## config.mk

```make
export PLATFORM = sky130hd
export DESIGN_NAME = palm_identification_flat
export DESIGN_NICKNAME = d
export VERILOG_FILES = /design/src/rtl/palm_identification_pkg.sv /design/src/rtl/palm_identification_if.sv /design/src/rtl/palm_identification.sv /design/src/flat_wrapper.sv
export SDC_FILE = /design/constraint.sdc
export NUM_CORES = 1
export LEC_CHECK = 0
export CAP_MARGIN = 30
export CORE_MARGIN = 1
export CORE_UTILIZATION = 40
export DETAILED_ROUTE_END_ITERATION = 16
export PLACE_DENSITY_LB_ADDON = 0.08
export SYNTH_ARGS = -nofsm -noshare
export SYNTH_HDL_FRONTEND = slang
export SYNTH_SLANG_ARGS = --single-unit
```

## constraint.sdc

```tcl
create_clock -name clk -period 6.6 [get_ports clk]
set_input_delay 0.99 -clock clk [delete_from_list [all_inputs] [get_ports clk]]
set_output_delay 0.99 -clock clk [all_outputs]
set_load 0.03 [all_outputs]
```

## src/rtl/palm_identification_pkg.sv

```systemverilog
// Shared types and constants for the palm locator: coordinate width, default
// frame size and the packed bounding-box record latched at frame close.
package palm_identification_pkg;

    localparam int COORD_W       = 8;
    localparam int SPAN_W        = COORD_W + 1;
    localparam int IMG_W_DEFAULT = 100;
    localparam int IMG_H_DEFAULT = 100;

    typedef logic [COORD_W-1:0] coord_t;
    typedef logic [SPAN_W-1:0]  span_t;

    typedef struct packed {
        coord_t start_r;
        coord_t start_c;
        coord_t end_r;
        coord_t end_c;
        coord_t width;
        coord_t height;
    } palm_box_t;

    // Bottom row of the palm: row + h - 1 in 9 bits, clamped to the last frame row.
    function automatic coord_t palm_end_row(input coord_t row, input coord_t h, input coord_t last_row);
        span_t sum;
        coord_t result;
        sum = {1'b0, row} + {1'b0, h} - span_t'(9'd1);
        if (h == 8'd0) begin
            result = row;
        end else if (sum > {1'b0, last_row}) begin
            result = last_row;
        end else begin
            result = sum[COORD_W-1:0];
        end
        return result;
    endfunction

endpackage

```

## src/rtl/palm_identification_if.sv

```systemverilog
// Pixel stream, test override and palm box result bundled for the palm locator.
interface palm_identification_if;
    import palm_identification_pkg::*;

    logic   object_image;
    coord_t palm_height_test;
    logic   TESTING_SWITCH;
    coord_t start_of_palm_r;
    coord_t start_of_palm_c;
    coord_t end_of_palm_r;
    coord_t end_of_palm_c;
    coord_t palm_width;
    coord_t palm_height;

    modport master (
        output object_image, palm_height_test, TESTING_SWITCH,
        input  start_of_palm_r, start_of_palm_c, end_of_palm_r,
        input  end_of_palm_c, palm_width, palm_height
    );

    modport slave (
        input  object_image, palm_height_test, TESTING_SWITCH,
        output start_of_palm_r, start_of_palm_c, end_of_palm_r,
        output end_of_palm_c, palm_width, palm_height
    );
endinterface

```

## src/rtl/palm_identification.sv

```systemverilog
// Streaming palm locator: scans a raster-order binary mask, tracks the widest
// object row and latches a palm bounding box anchored there at each frame end.
module palm_identification
    import palm_identification_pkg::*;
#(
    parameter int IMG_W = IMG_W_DEFAULT,
    parameter int IMG_H = IMG_H_DEFAULT
) (
    input  logic                  clk,
    input  logic                  rst,
    palm_identification_if.slave  pif
);

    localparam coord_t LAST_COL = coord_t'(IMG_W - 1);
    localparam coord_t LAST_ROW = coord_t'(IMG_H - 1);

    coord_t    col_r;
    coord_t    row_r;
    logic      row_hit_r;
    coord_t    first_c_r;
    coord_t    last_c_r;
    span_t     best_span_r;
    coord_t    best_row_r;
    coord_t    best_first_c_r;
    coord_t    best_last_c_r;
    palm_box_t box_r;

    logic      last_col_s;
    logic      last_row_s;
    logic      frame_end_s;
    logic      cur_hit_s;
    coord_t    cur_first_s;
    coord_t    cur_last_s;
    span_t     span_s;
    logic      row_wins_s;
    span_t     nb_span_s;
    coord_t    nb_row_s;
    coord_t    nb_first_c_s;
    coord_t    nb_last_c_s;
    coord_t    h_s;
    palm_box_t next_box_s;

    // Merge the current pixel into the row/frame state so last-column and last-pixel closes see it.
    always_comb begin
        last_col_s  = (col_r == LAST_COL);
        last_row_s  = (row_r == LAST_ROW);
        frame_end_s = last_col_s && last_row_s;
        cur_hit_s   = row_hit_r || pif.object_image;

        if (row_hit_r) begin
            cur_first_s = first_c_r;
        end else begin
            cur_first_s = col_r;
        end

        if (pif.object_image) begin
            cur_last_s = col_r;
        end else begin
            cur_last_s = last_c_r;
        end

        span_s     = {1'b0, cur_last_s} - {1'b0, cur_first_s} + span_t'(9'd1);
        // Strictly greater keeps the upper row on ties.
        row_wins_s = last_col_s && cur_hit_s && (span_s > best_span_r);

        if (row_wins_s) begin
            nb_span_s    = span_s;
            nb_row_s     = row_r;
            nb_first_c_s = cur_first_s;
            nb_last_c_s  = cur_last_s;
        end else begin
            nb_span_s    = best_span_r;
            nb_row_s     = best_row_r;
            nb_first_c_s = best_first_c_r;
            nb_last_c_s  = best_last_c_r;
        end

        if (pif.TESTING_SWITCH) begin
            h_s = pif.palm_height_test;
        end else begin
            h_s = nb_span_s[COORD_W-1:0];
        end

        if (nb_span_s == span_t'(9'd0)) begin
            next_box_s = '0;
        end else begin
            next_box_s.start_r = nb_row_s;
            next_box_s.start_c = nb_first_c_s;
            next_box_s.end_r   = palm_end_row(nb_row_s, h_s, LAST_ROW);
            next_box_s.end_c   = nb_last_c_s;
            next_box_s.width   = nb_span_s[COORD_W-1:0];
            next_box_s.height  = h_s;
        end
    end

    // Raster position counters; row wrap marks the end of the frame.
    always_ff @(posedge clk or posedge rst) begin
        if (rst) begin
            col_r <= 8'd0;
            row_r <= 8'd0;
        end else if (last_col_s) begin
            col_r <= 8'd0;
            if (last_row_s) begin
                row_r <= 8'd0;
            end else begin
                row_r <= row_r + 8'd1;
            end
        end else begin
            col_r <= col_r + 8'd1;
        end
    end

    // Per-row object extent, cleared when the row closes.
    always_ff @(posedge clk or posedge rst) begin
        if (rst) begin
            row_hit_r <= 1'b0;
            first_c_r <= 8'd0;
            last_c_r  <= 8'd0;
        end else if (last_col_s) begin
            row_hit_r <= 1'b0;
            first_c_r <= 8'd0;
            last_c_r  <= 8'd0;
        end else begin
            row_hit_r <= cur_hit_s;
            first_c_r <= cur_first_s;
            last_c_r  <= cur_last_s;
        end
    end

    // Widest row seen so far in this frame.
    always_ff @(posedge clk or posedge rst) begin
        if (rst) begin
            best_span_r    <= 9'd0;
            best_row_r     <= 8'd0;
            best_first_c_r <= 8'd0;
            best_last_c_r  <= 8'd0;
        end else if (frame_end_s) begin
            best_span_r    <= 9'd0;
            best_row_r     <= 8'd0;
            best_first_c_r <= 8'd0;
            best_last_c_r  <= 8'd0;
        end else if (row_wins_s) begin
            best_span_r    <= span_s;
            best_row_r     <= row_r;
            best_first_c_r <= cur_first_s;
            best_last_c_r  <= cur_last_s;
        end else begin
            best_span_r    <= best_span_r;
            best_row_r     <= best_row_r;
            best_first_c_r <= best_first_c_r;
            best_last_c_r  <= best_last_c_r;
        end
    end

    // Result box, updated only at frame close and held in between.
    always_ff @(posedge clk or posedge rst) begin
        if (rst) begin
            box_r <= '0;
        end else if (frame_end_s) begin
            box_r <= next_box_s;
        end else begin
            box_r <= box_r;
        end
    end

    assign pif.start_of_palm_r = box_r.start_r;
    assign pif.start_of_palm_c = box_r.start_c;
    assign pif.end_of_palm_r   = box_r.end_r;
    assign pif.end_of_palm_c   = box_r.end_c;
    assign pif.palm_width      = box_r.width;
    assign pif.palm_height     = box_r.height;

endmodule

```

## src/flat_wrapper.sv

```systemverilog
// flat-port wrapper written by rule: the top's interface ports become plain ports
module palm_identification_flat import palm_identification_pkg::*;
#(
    parameter int IMG_W = IMG_W_DEFAULT,
    parameter int IMG_H = IMG_H_DEFAULT
)
  (clk, rst, pif_object_image, pif_palm_height_test, pif_TESTING_SWITCH, pif_start_of_palm_r, pif_start_of_palm_c, pif_end_of_palm_r, pif_end_of_palm_c, pif_palm_width, pif_palm_height);
  palm_identification_if pif_i ();
  input  logic clk;
  input  logic rst;
  input wire logic [$bits(pif_i.object_image)-1:0] pif_object_image;
  input wire logic [$bits(pif_i.palm_height_test)-1:0] pif_palm_height_test;
  input wire logic [$bits(pif_i.TESTING_SWITCH)-1:0] pif_TESTING_SWITCH;
  output wire logic [$bits(pif_i.start_of_palm_r)-1:0] pif_start_of_palm_r;
  output wire logic [$bits(pif_i.start_of_palm_c)-1:0] pif_start_of_palm_c;
  output wire logic [$bits(pif_i.end_of_palm_r)-1:0] pif_end_of_palm_r;
  output wire logic [$bits(pif_i.end_of_palm_c)-1:0] pif_end_of_palm_c;
  output wire logic [$bits(pif_i.palm_width)-1:0] pif_palm_width;
  output wire logic [$bits(pif_i.palm_height)-1:0] pif_palm_height;
  assign pif_i.object_image = pif_object_image;
  assign pif_i.palm_height_test = pif_palm_height_test;
  assign pif_i.TESTING_SWITCH = pif_TESTING_SWITCH;
  assign pif_start_of_palm_r = pif_i.start_of_palm_r;
  assign pif_start_of_palm_c = pif_i.start_of_palm_c;
  assign pif_end_of_palm_r = pif_i.end_of_palm_r;
  assign pif_end_of_palm_c = pif_i.end_of_palm_c;
  assign pif_palm_width = pif_i.palm_width;
  assign pif_palm_height = pif_i.palm_height;
  palm_identification #(.IMG_W(IMG_W), .IMG_H(IMG_H)) u_core (.clk(clk), .rst(rst), .pif(pif_i));
endmodule
```

==> impl_metrics.env <==
export IMPL_grt_max_degree=71
export IMPL_grt_pass1_vias=5064
export IMPL_grt_pass1_wl_um=26200
export IMPL_vias=5007
export IMPL_synth_ff_type="dfrtp_1"
export IMPL_die_h_um=125.3
export IMPL_setup_viol=0
export IMPL_status="finished, violations left"
export IMPL_synth_seq_cells=114
export IMPL_diodes=0
export IMPL_seq_power_share_pct=36.0
export IMPL_cp_arrival_ns=6.70
export IMPL_hpwl_um=11470
export IMPL_cap_violations=0
export IMPL_slowest_stage="dfrtp_1"
export IMPL_hp_class="reg2reg"
export IMPL_finalCritPeriodShare_pct=96.18
export IMPL_clk_path_buf_depth=2
export IMPL_avgSynthCellArea_um2=9.633
export IMPL_end_kind="register"
export IMPL_globalRouteTotalUtil_pct=21.64
export IMPL_switching_power_mw=0.4571
export IMPL_syn_inst=631
export IMPL_final_cell_mix="dfrtp_1, nand2_1, buf_4"
export IMPL_synth_cell_types=54
export IMPL_path_delay_family="adder cells"
export IMPL_start_kind="register"
export IMPL_syn_to_final_growth_pct=36.74
export IMPL_ios=60
export IMPL_clock_skew_ns=0.01093
export IMPL_max_freq_mhz=157.5
export IMPL_hold_ws_ns=0.4744
export IMPL_synth_async_reset_ratio_pct=100.0
export IMPL_dieWidth_um=125.3
export IMPL_crit_top_cell="inv_1"
export IMPL_failed_checks="DRC"
export IMPL_power_total_mw=1.956
export IMPL_gr_total_overflow=0
export IMPL_seq_area_frac_synth_pct=46.93
export IMPL_h_tree_depth=4
export IMPL_worstSkewPairLatency_ns=0.42
export IMPL_internal_power_mw=1.499
export IMPL_antenna_found_initial=0
export IMPL_p_sw_share_pct=23.37
export IMPL_path_max_fanout=6
export IMPL_start_util_pct=41.35
export IMPL_setup_ws_ns=0.2520
export IMPL_fp_dieArea_um2=15690
export IMPL_maxSlewViolCount=0
export IMPL_drive_above_1_share_pct=21.99
export IMPL_critical_path_max_stage_delay_ns=0.50
export IMPL_path_clk_slew_ns=0.05
export IMPL_clock_sinks=114
export IMPL_postRouteWirelength_um=16030
export IMPL_p_leak_nw=3.948
export IMPL_antenna_left=0
export IMPL_peakVddDrop_mv=0.1995
export IMPL_use_met2_pct=36.21
export IMPL_rows=44
export IMPL_power_density_nw_per_um2=235.4
export IMPL_cts_tree="yes"
export IMPL_crit_required_ns=6.95
export IMPL_final_common_cell="dfrtp_1"
export IMPL_critPathKind="reg2reg"
export IMPL_tritoncts_num_buffers=17
export IMPL_dr_pass1_iters=10
export IMPL_wl_per_cell_um=16.75
export IMPL_fin_util_pct=56.55
export IMPL_core_um2=14700
export IMPL_slew_headroom_pct=39.79
export IMPL_gr_usage_met1_pct=27.97
export IMPL_use_met3_pct=4.964
export IMPL_worst_pin_slew_ns=0.9031
export IMPL_first_iter_violations=270
export IMPL_ctsHoldBuffers=0
export IMPL_period_needed_ns=6.348
export IMPL_io_buffers=59
export IMPL_hold_violations=0
export IMPL_combPwrFrac_pct=12.2
export IMPL_yosysWarningCount=0
export IMPL_cts_root_buf="clkbuf_16"
export IMPL_clock_power_share_pct=51.8
export IMPL_gp_congestion=0.8676
export IMPL_crit_buf_inv=4
export IMPL_syn_nets=686
export IMPL_nNetsFinal=815
export IMPL_drc_errors=1
export IMPL_synth_area_um2=6078
export IMPL_fill_cells=1294
export IMPL_synth_edf_count=0
export IMPL_busiest_layer="met2"
export IMPL_routed_via_density=5.232
export IMPL_pre_cts_ws_ns=-0.5461
## layout make-up
type,count,area [µm²],share of cell area [%]
Multi-Input combinational cell,445,3138,37.75
Clock buffer,20,446.7,5.374
Clock inverter,12,203.9,2.454
Inverter,42,160.2,1.927
Timing Repair Buffer,140,1280,15.40
Sequential cell,114,2853,34.32
Tap cell,184,230.2,2.770
## metal layers
layer	up-vias	share of wire, %
met4	0	1.6
met3	20	3.5
met2	89	49
met5	-	0
met1	2453	46
li1	2445	-
## path summary, 6_finish.rpt
path                                          start                           to  slack, ns  cells after the start
min in group asynchronous                       rst  u_core.pif.end_of_palm_c[2]       1.11                      2
max in group asynchronous                       rst             u_core.row_hit_r       4.34                      3
max reg2reg                        u_core.row_hit_r  u_core.pif.end_of_palm_r[3]       0.25                     28
max                                u_core.row_hit_r  u_core.pif.end_of_palm_r[3]       0.25                     28
min                        u_core.pif.palm_width[1]     u_core.pif.palm_width[1]       0.47                      2
min reg2reg                u_core.pif.palm_width[1]     u_core.pif.palm_width[1]       0.47                      2
## state kept, by name, summed over array words and instances, names as in the netlist
name,flops
u_core.best_first_c_r,8
u_core.best_last_c_r,8
u_core.best_row_r,8
u_core.best_span_r,9
u_core.col_r,8
u_core.first_c_r,8
u_core.last_c_r,8
u_core.pif.end_of_palm_c,8
u_core.pif.end_of_palm_r,8
u_core.pif.palm_height,8
u_core.pif.palm_width,8
u_core.pif.start_of_palm_c,8
u_core.pif.start_of_palm_r,8
u_core.row_hit_r,1
u_core.row_r,8
## cell usage after synthesis (all sizes together) (7+ instances only)
master	count	area share [%]
a21o	8	0.99
a21oi	14	1.2
xor2	7	1.0
buf	11	1.2
dfrtp	114	47
nand3	15	1.2
inv	42	2.6
mux2	7	1.3
nand4	10	1.5
nor2	72	4.6
o21ai	71	5.8
ha	41	8.4
and2	9	0.93
mux2i	20	3.3
xnor2	11	1.6
nor3	12	1.1
nand2	79	4.9
clkbuf	19	1.2
## metrics by stage
step	cell area [µm²]	setup TNS, ns	instances
after floorplan	6203	0	631
after global placement	7455	-2.698	916
after detailed placement	7482	-3.350	917
after CTS	8260	0	955
after global routing	8312	-0.1899	957
final	8312	0	957
## kinds of logic (layout without fill, tap and decap cells)
logic type	Yosys count	count (layout)	synth area share [%]
and+or+nand+nor	224	224	17.87
xor gates and xnor gates	18	18	2.594
muxes	27	27	4.590
AOI/OAI and AO/OA	133	133	13.98
buffers and inverters	72	214	4.940
DFF	114	114	46.93
adders and majority gates	43	43	9.098
## power groups by stage
stage / combinational, mW / sequential [mW] / clock (mW)
floorplan: 0.133 / 0.715 / 0
global placement: 0.213 / 0.716 / 0
detailed placement: 0.215 / 0.716 / 0
CTS: 0.229 / 0.704 / 1.03
global route: 0.265 / 0.704 / 1.06
finish: 0.238 / 0.704 / 1.01
## what timing repair did
| action | 4_1_cts | 5_1_grt |
|---|---|---|
| endpoints found under the setup margin | 7 | 7 |
| gates resized for setup | 9 | 11 |
| buffers inserted | 5 | 2 |
| cloned | 1 | 0 |
| pin swaps | 8 | 14 |
## worst reg2reg max path: cells and delay by family (launching register included)
family,cells,cell delay [ns]
adder cells (fa/ha/maj),6,1.55
AO/OA/AOI/OAI,9,1.50
AND/OR/NAND/NOR,6,1.23
multiplexers,2,0.82
flip-flops,1,0.50
buffers and inverters,4,0.47
XOR/XNOR,1,0.23
(Power assumes the default switching activity.)
